--- src/rtl/tx_burst_ctrl.sv ---
// Framed serial burst transmitter: preamble, payload and gap frames until MAX_BITS payload bits are sent.
// Optional feature macro TX_PRBS_EN: PRBS-7 payload instead of the fixed PATTERN byte.
module tx_burst_ctrl #(
  parameter logic [31:0] MAX_BITS     = 32'd80000000,
  parameter logic [31:0] FRAME_BITS   = 32'd1024,
  parameter int unsigned PREAMBLE_LEN = 16,
  parameter int unsigned GAP_LEN      = 8,
  parameter logic [7:0]  PATTERN      = 8'hAA
) (
  input  logic        clk,
  input  logic        rst,
  input  logic        bit_en,
  input  logic        abort,
  output logic        tx_bit_data,
  output logic        tx_active,
  output logic        frame_start,
  output logic        done,
  output logic [31:0] bit_count,
  output logic [15:0] frame_count
);

  typedef enum logic [2:0] {
    IDLE     = 3'd0,
    PREAMBLE = 3'd1,
    PAYLOAD  = 3'd2,
    GAP      = 3'd3,
    DONE     = 3'd4
  } state_t;

  localparam logic [31:0] PRE_LAST   = 32'(PREAMBLE_LEN) - 32'd1;
  localparam logic [31:0] GAP_LAST   = 32'(GAP_LEN) - 32'd1;
  localparam logic [31:0] FRAME_LAST = FRAME_BITS - 32'd1;

  state_t      state_r, state_s;
  logic [31:0] cnt_r, cnt_s, cnt_inc_s;
  logic [31:0] bit_count_r, bit_count_s;
  logic [15:0] frame_count_r, frame_count_s;
  logic        tx_r, tx_s;
  logic        frame_start_r, frame_start_s;
  logic        tx_active_r, tx_active_s;
  logic        done_r, done_s;
  logic        sync1_r, bit_en_s;
  logic        payload_last_s;
  logic        first_bit_s, next_bit_s;

  // Two-flop synchronizer for the asynchronous run enable
  always_ff @(posedge clk or posedge rst) begin
    if (rst) begin
      sync1_r  <= 1'b0;
      bit_en_s <= 1'b0;
    end else begin
      sync1_r  <= bit_en;
      bit_en_s <= sync1_r;
    end
  end

  assign cnt_inc_s      = cnt_r + 32'd1;
  assign payload_last_s = (cnt_r == FRAME_LAST) || (bit_count_r == MAX_BITS);

`ifdef TX_PRBS_EN
  localparam logic [6:0] PRBS_SEED = 7'h7F;

  // x^7 + x^6 + 1; the newly shifted-in bit is the transmitted bit
  function automatic logic [6:0] prbs_step(input logic [6:0] s);
    return {s[5:0], s[6] ^ s[5]};
  endfunction

  logic [6:0] lfsr_r, seed_step_s, run_step_s;

  assign seed_step_s = prbs_step(PRBS_SEED);
  assign run_step_s  = prbs_step(lfsr_r);
  assign first_bit_s = seed_step_s[0];
  assign next_bit_s  = run_step_s[0];

  // LFSR restarts from the seed on every new payload phase
  always_ff @(posedge clk or posedge rst) begin
    if (rst) begin
      lfsr_r <= PRBS_SEED;
    end else if (abort) begin
      lfsr_r <= PRBS_SEED;
    end else if ((state_r == PREAMBLE) && (state_s == PAYLOAD)) begin
      lfsr_r <= seed_step_s;
    end else if ((state_r == PAYLOAD) && (state_s == PAYLOAD)) begin
      lfsr_r <= run_step_s;
    end else begin
      lfsr_r <= lfsr_r;
    end
  end
`else
  assign first_bit_s = PATTERN[7];
  assign next_bit_s  = PATTERN[3'd7 - cnt_inc_s[2:0]];
`endif

  // Next-state and next-output logic; outputs describe the bit sent in the next cycle
  always_comb begin
    state_s       = state_r;
    cnt_s         = cnt_r;
    bit_count_s   = bit_count_r;
    frame_count_s = frame_count_r;
    tx_s          = 1'b0;
    frame_start_s = 1'b0;
    if (abort) begin
      state_s       = IDLE;
      cnt_s         = 32'd0;
      bit_count_s   = 32'd0;
      frame_count_s = 16'd0;
    end else begin
      case (state_r)
        IDLE: begin
          if (bit_en_s) begin
            if (bit_count_r == MAX_BITS) begin
              state_s = DONE;
            end else begin
              state_s       = PREAMBLE;
              cnt_s         = 32'd0;
              tx_s          = 1'b1;
              frame_start_s = 1'b1;
            end
          end else begin
            state_s = IDLE;
          end
        end
        PREAMBLE: begin
          if (!bit_en_s) begin
            state_s = IDLE;
          end else if (cnt_r == PRE_LAST) begin
            state_s     = PAYLOAD;
            cnt_s       = 32'd0;
            tx_s        = first_bit_s;
            bit_count_s = bit_count_r + 32'd1;
          end else begin
            cnt_s = cnt_inc_s;
            tx_s  = cnt_r[0];
          end
        end
        PAYLOAD: begin
          // A completed frame counts even if the enable drops on its last bit
          if (payload_last_s) begin
            frame_count_s = (frame_count_r == 16'hFFFF) ? frame_count_r : frame_count_r + 16'd1;
            if (bit_count_r == MAX_BITS) begin
              state_s = DONE;
            end else if (!bit_en_s) begin
              state_s = IDLE;
            end else begin
              state_s = GAP;
              cnt_s   = 32'd0;
            end
          end else if (!bit_en_s) begin
            state_s = IDLE;
          end else begin
            cnt_s       = cnt_inc_s;
            tx_s        = next_bit_s;
            bit_count_s = bit_count_r + 32'd1;
          end
        end
        GAP: begin
          if (!bit_en_s) begin
            state_s = IDLE;
          end else if (cnt_r == GAP_LAST) begin
            state_s       = PREAMBLE;
            cnt_s         = 32'd0;
            tx_s          = 1'b1;
            frame_start_s = 1'b1;
          end else begin
            cnt_s = cnt_inc_s;
          end
        end
        DONE: begin
          state_s = DONE;
        end
        default: begin
          state_s = IDLE;
          cnt_s   = 32'd0;
        end
      endcase
    end
  end

  // Decode of the registered status flags from the next state
  always_comb begin
    tx_active_s = 1'b0;
    done_s      = 1'b0;
    case (state_s)
      PREAMBLE, PAYLOAD, GAP: tx_active_s = 1'b1;
      DONE:                   done_s      = 1'b1;
      default: begin
        tx_active_s = 1'b0;
        done_s      = 1'b0;
      end
    endcase
  end

  // State, counters and all outputs are registered together
  always_ff @(posedge clk or posedge rst) begin
    if (rst) begin
      state_r       <= IDLE;
      cnt_r         <= 32'd0;
      bit_count_r   <= 32'd0;
      frame_count_r <= 16'd0;
      tx_r          <= 1'b0;
      frame_start_r <= 1'b0;
      tx_active_r   <= 1'b0;
      done_r        <= 1'b0;
    end else begin
      state_r       <= state_s;
      cnt_r         <= cnt_s;
      bit_count_r   <= bit_count_s;
      frame_count_r <= frame_count_s;
      tx_r          <= tx_s;
      frame_start_r <= frame_start_s;
      tx_active_r   <= tx_active_s;
      done_r        <= done_s;
    end
  end

  assign tx_bit_data = tx_r;
  assign tx_active   = tx_active_r;
  assign frame_start = frame_start_r;
  assign done        = done_r;
  assign bit_count   = bit_count_r;
  assign frame_count = frame_count_r;

endmodule

--- config.mk ---
export PLATFORM = sky130hd
export DESIGN_NAME = tx_burst_ctrl
export DESIGN_NICKNAME = d
export VERILOG_FILES = /design/src/rtl/tx_burst_ctrl.sv
export SDC_FILE = /design/constraint.sdc
export NUM_CORES = 1
export LEC_CHECK = 0
export CAP_MARGIN = 20
export CORE_MARGIN = 2
export CORE_UTILIZATION = 45
export CTS_CLUSTER_DIAMETER = 40
export DETAILED_ROUTE_END_ITERATION = 16
export GPL_ROUTABILITY_DRIVEN = 0
export PLACE_DENSITY_LB_ADDON = 0.15
export RECOVER_POWER = 50
export SLEW_MARGIN = 40
export SYNTH_ARGS = -nofsm -noshare
export SYNTH_HDL_FRONTEND = slang
export SYNTH_SLANG_ARGS = --single-unit
--- constraint.sdc ---
create_clock -name clk -period 3.2 [get_ports clk]
set_input_delay 0.32 -clock clk [delete_from_list [all_inputs] [get_ports clk]]
set_output_delay 0.32 -clock clk [all_outputs]
set_load 0.02 [all_outputs]
* Word-level counts from Yosys, hierarchy flattened *
Memory sizes are Yosys's and may differ from the RTL's.
Index checks and enable logic that the tools add are counted.

word-level totals
  bits in registers = 89
  ROM bits = 8
  memories = 1

cells by class
  muxes and demuxes = 49
  order comparisons = 1
  reduce and logical (&&, ||, !) cells = 9
  $add $sub $neg = 4
  equality and inequality tests = 25

memories
  name              depth  bits a word  read ports  clocked after memory_dff  wr ports  RTL line  text
  (name not given)  8      1            1           0                         0         91        assign next_bit_s = PATTERN[3'd7 - cnt_inc_s[2:0]];

operators with widths
  operator                                            number
  2-to-1 mux 32 bit                                   16
  one-hot mux 32 bit (5 select lines)                 1
  adder 32 x 1 -> 32 bit, second input constant       2
  2-to-1 mux 16 bit                                   4
  one-hot mux 32 bit (2 select lines)                 1
  == test 32 x 10 -> 1 bit, second input constant     1
  == test 32 x 27 -> 1 bit, second input constant     1
  == test 32 x 3 -> 1 bit, second input constant      1
  == test 32 x 4 -> 1 bit, second input constant      1
  2-to-1 mux 3 bit                                    10
  inequality test 3 bit, second input constant        7
  adder 16 x 1 -> 16 bit, second input constant       1
  == test 16 bit, second input constant               1
  one-hot mux 3 bit (5 select lines)                  1
  2-to-1 mux 1 bit                                    13
  == test 3 x 2 -> 1 bit, second input constant       4
  inequality test 4 bit, second input constant        3
  AND reduction 8 bit                                 1
  == test 3 x 1 -> 1 bit, second input constant       2
  == test 3 bit, second input constant                2
  AND reduction 5 bit                                 1
  < comparator 3 x 4 -> 1 bit, second input constant  1
  inequality test 2 bit, second input constant        2
  one-hot mux 1 bit (4 select lines)                  1
  other kinds (9)                                     10

* Longest topological paths before layout *
  word-level depth = 8
  gate-level depth with buffers = 10
  depth with buffers taken out = 8

* Worst setup path before layout *
OpenSTA, ideal clock, no wires.

  kind = register to register
  start = reg cnt_r[0]
  end = reg bit_count_r[1] (netlist: bit_count[1])
  clock period less this slack = 2.404 ns
  path slack = 0.796 ns
  arrival = 2.272 ns
  cell stages (with the launch flop) = 10
  path through = dfrtp_1 ha_1 nand3_2 or4_1 nor3_2 a2bb2oi_2 buf_4 buf_6 mux2i_1 nor2_1

on the way
  longest elaborated chain between the ends = 4

ends and longest elaborated chain
  item                                      RTL line  text
  from (decl)                               35        logic [31:0] cnt_r, cnt_s, cnt_inc_s;
  from (signal assigned)                    206       cnt_r <= cnt_s;
  == test 32 x 10 -> 1 bit                  58        assign payload_last_s = (cnt_r == FRAME_LAST) || (bit_count_r == MAX_BITS);
  logical OR 1 bit                          58
  inequality test 3 bit (no source line)    --
  AND reduction 5 bit (no source line) (*)  --
  to (signal assigned)                      207       bit_count_r <= bit_count_s;
  to (decl)                                 36        logic [31:0] bit_count_r, bit_count_s;

Every way passes the cells marked *; elsewhere a longest branch is shown, timed or not.
A chain may end at the register's enable or synchronous reset.

* Final worst setup path *
  start = reg cnt_r[0]
  end = reg cnt_r[23]

on the way
  longest elaborated chain between the ends = 5

ends and longest elaborated chain
  item                                            RTL line       text
  adder 32 x 1 -> 32 bit (tied with other cells)  57             assign cnt_inc_s = cnt_r + 32'd1;
  2-to-1 mux 32 bit (tied with other cells)       159            end else if (cnt_r == GAP_LAST) begin
  2-to-1 mux 32 bit (on tied branches)            157, 124, 138
  one-hot mux 32 bit (5 select lines)             108            case (state_r)
  2-to-1 mux 32 bit                               102            if (abort) begin

Several ways; a longest one is shown, not always the timed one. The select of a mux whose other input is x is not followed.

==> PnR_summary.wiki <==
{| class="wikitable"
! Metric !! Value
|-
| Share of async-settable or async-resettable flops after synthesis || 100%
|-
| Clock network power share || ~45%
|-
| Final #Nets || approximately 650
|-
| Synth Instances || 597
|-
| Category of the critical setup timing path || reg -> reg
|-
| Power Density || between 300 and 400 nW/um^2
|-
| Number of nets produced by synthesis || a little over 600
|-
| Result of the run || finished with violations
|-
| Number of buffers inserted to repair setup after CTS || 0
|-
| Core area || 11400 sq um
|-
| Total global routing overflow || 0
|-
| Highest fanout seen on the critical path || 40
|-
| Layout cell share with drive strength beyond 1 || under 10%
|-
| DIE AREA || around 12000 sq um
|-
| Clock root buffer master || clkbuf_16
|-
| Share of total power in sequential cells || approximately 51%
|-
| First-pass GRT wire length || ~24000 microns
|-
| Mapped Avg Cell Area || approximately 8.7 sq um
|-
| Number of gates given a new drive strength after cts || 0
|-
| Wire length after detailed routing || approximately 14000 microns
|-
| Post-synthesis to final-layout area growth || 19.3%
|-
| Std cell rows || 39
|-
| Max Freq || roughly 0.37 GHz
|-
| Diodes inserted || 0
|-
| DRC violations left || 0
|-
| Detailed-route vias per instance || ~6.1
|-
| Unrepaired setup endpoints after global routing || no
|-
| Initial antenna violation count || 0
|-
| Flop and latch count out of synthesis || 89
|-
| Vias in the first global route || 4678
|-
| DR WL/cell || 17.2 microns
|-
| Violations in the final reports || capacitance limit, slew limit
|-
| Count of clock tree sinks || roughly 90
|-
| Number of flops mapped to enable cells by yosys || 0
|-
| Final total negative setup slack || 0 ps
|-
| Final setup violation count || 0
|-
| Starting Density || a little under half
|-
| Clock latency at the later pin of the worst-skew pair || 350 ps
|-
| Switching power summed over all nets || a little over 500 uW
|-
| Number of detailed-route iterations in the first pass || 5
|-
| Clock period minus worst slack || between 2000 and 3000 ps
|-
| Maximum root-to-sink buffer count || 2
|-
| Clock-pin transition on the worst setup and hold timing paths || 70 ps
|-
| Number of filler instances in the final layout || 1066
|-
| Final clock skew || 9.56 ps
|-
| Synth Flop Type || dfrtp_1
|-
| Die boundary height || roughly 110 microns
|-
| Number of synthesis warnings || 0
|-
| Transition at the pin with the smallest max-transition slack || 1600 ps
|-
| Type of the tightest min-delay check || reg -> reg
|-
| Total power || 2240 uW
|-
| Clock tree from TritonCTS || done
|-
| Cell with the most instances after synthesis || dfrtp_1
|-
| DR vias || roughly 4900
|-
| Crit end category || flop
|-
| Pin count of the biggest net entering global routing || 59
|-
| Synth cell count leaders || dfrtp_1 (89), nand3_1 (69), nand2_1 (53)
|-
| Internal power component || between 1500 and 2000 uW
|-
| Post-synthesis cell type count || 55
|-
| Netlist area before placement || ~5200 sq um
|-
| Number of ports placed on the die boundary || 56
|-
| Total global-route track usage || between 20% and 30%
|-
| Data required time at the worst endpoint || 3420 ps
|-
| Cell taking the most area after synthesis || dfrtp_1
|-
| Leak || 0.00238 uW
|-
| Cell types occupying the most area after synthesis || dfrtp_1 (43%), nand3_1 (6.6%), a21oi_1 (4.8%)
|-
| Detailed placer's ending HPWL || 9320 microns
|-
| Comb power frac || 4.6%
|-
| Total CTS buffers || 9
|-
| Antenna violation net count after detailed routing || 0
|-
| Maximum VDD drop || 0.256 mV
|-
| Die span in x || between 100 and 150 microns
|-
| Final count of pins violating max slew || 33
|-
| Data arrival, critical path || 2930 ps
|-
| Post-synth top area share || 42.7%
|-
| Sequential area share after synthesis || about 43%
|-
| Count of port buffers added during placement || between 50 and 60
|-
| Count of hold buffers inserted by post-cts repair || 0
|-
| Sw Ratio || a little under a quarter
|-
| Kind of start point of the critical path || flop
|-
| Detailed router's first-iteration violation count || 264
|-
| Slew Limit Headroom || -7.14%
|-
| Part of the cycle the worst path needs || a little over four fifths
|-
| Maximum capacitance violations || 1
|-
| Number of failing hold endpoints at the final stage || 0
|-
| Maximum level of the CTS H-tree || 3
|}
layer usage:
layer  vias up  part of all wire, %  track usage, %
met1      2392                   46            31.5
met3        22                  3.3            3.70
met2       111                   49            36.4
li1       2346                    -               -
met4         0                  2.1            10.4
met5         -                    0               0
registers in the layout, summed over array words and instances (netlist names):
name	cells
sync1_r	1
frame_start	1
state_r	3
cnt_r	32
bit_en_s	1
bit_count	32
frame_count	16
tx_active	1
done	1
tx_bit_data	1
kinds of logic after synthesis:
family	Yosys count	share of synthesized area, %
XOR/XNOR	4	0.672
multiplexers	11	2.18
adder cells (fa/ha/maj)	4	0.960
AO/OA/AOI/OAI	139	16.5
buffers and inverters	50	4.32
AND/OR/NAND/NOR	300	32.7
flip-flops	89	42.7
through the flow:
step	utilization [%]	area, sq um	hold WS [ps]	cells	setup slack, ps
after floorplan	-	5220	331	597	573
after global placement	52.3	5940	337	777	515
after detailed placement	52.3	5940	336	777	490
after CTS	54.7	6220	350	793	448
after global routing	54.7	6220	359	793	137
final	54.7	6220	348	793	488
final timing paths:
path	from	endpoint	slack, ps	cells past startpoint
min in group asynchronous	rst	cnt_r[28]	800	2
max in group asynchronous	rst	bit_count[4]	1490	3
hold reg to reg	sync1_r	bit_en_s	350	0
setup reg to reg	cnt_r[0]	cnt_r[23]	490	9
hold / removal	sync1_r	bit_en_s	350	0
setup / recovery	cnt_r[0]	cnt_r[23]	490	9
final cells by class:
class,instances,area (sq um),area share [%]
Sequential cell,89,2230,35.8
Multi-Input combinational cell,458,2800,44.9
Inverter,14,53.8,0.864
Tap cell,143,179,2.87
Clock inverter,3,15.0,0.241
Timing Repair Buffer,73,693,11.1
Clock buffer,13,260,4.18
power by group through the flow:
stage,Clock [uW],Combinational (uW),Sequential (uW)
global route,1070,115,1130
CTS,1030,106,1130
floorplan,0,64.9,1160
finish,999,103,1130
detailed placement,0,106,1160
global placement,0,105,1160
critical path: stages, from the launching register on:
cell and delay [ps]:
dfrtp_1 420, ha_1 250, nand3_2 150, or4_1 550, nor3_2 270, buf_4 210, o31ai_4 120, buf_4 320
a22oi_1 200, o31ai_1 90
cell usage in the layout (no fill, tap or decap), types with 8 or more instances in the layout:
cell / instances
a21oi_1: 50
o31ai_1: 15
or4_1: 13
dfrtp_1: 89
nor4_1: 12
clkbuf_16: 9
mux2i_1: 8
nand4_1: 26
clkdlybuf4s50_1: 28
inv_1: 13
o21ai_0: 35
or3_1: 33
nor3_1: 16
dlygate4sd3_1: 26
nand2_1: 53
nand3_1: 69
and2_1: 8
o211ai_1: 9
buf_4: 17
nor2_1: 32
(Power assumes the default switching activity.)
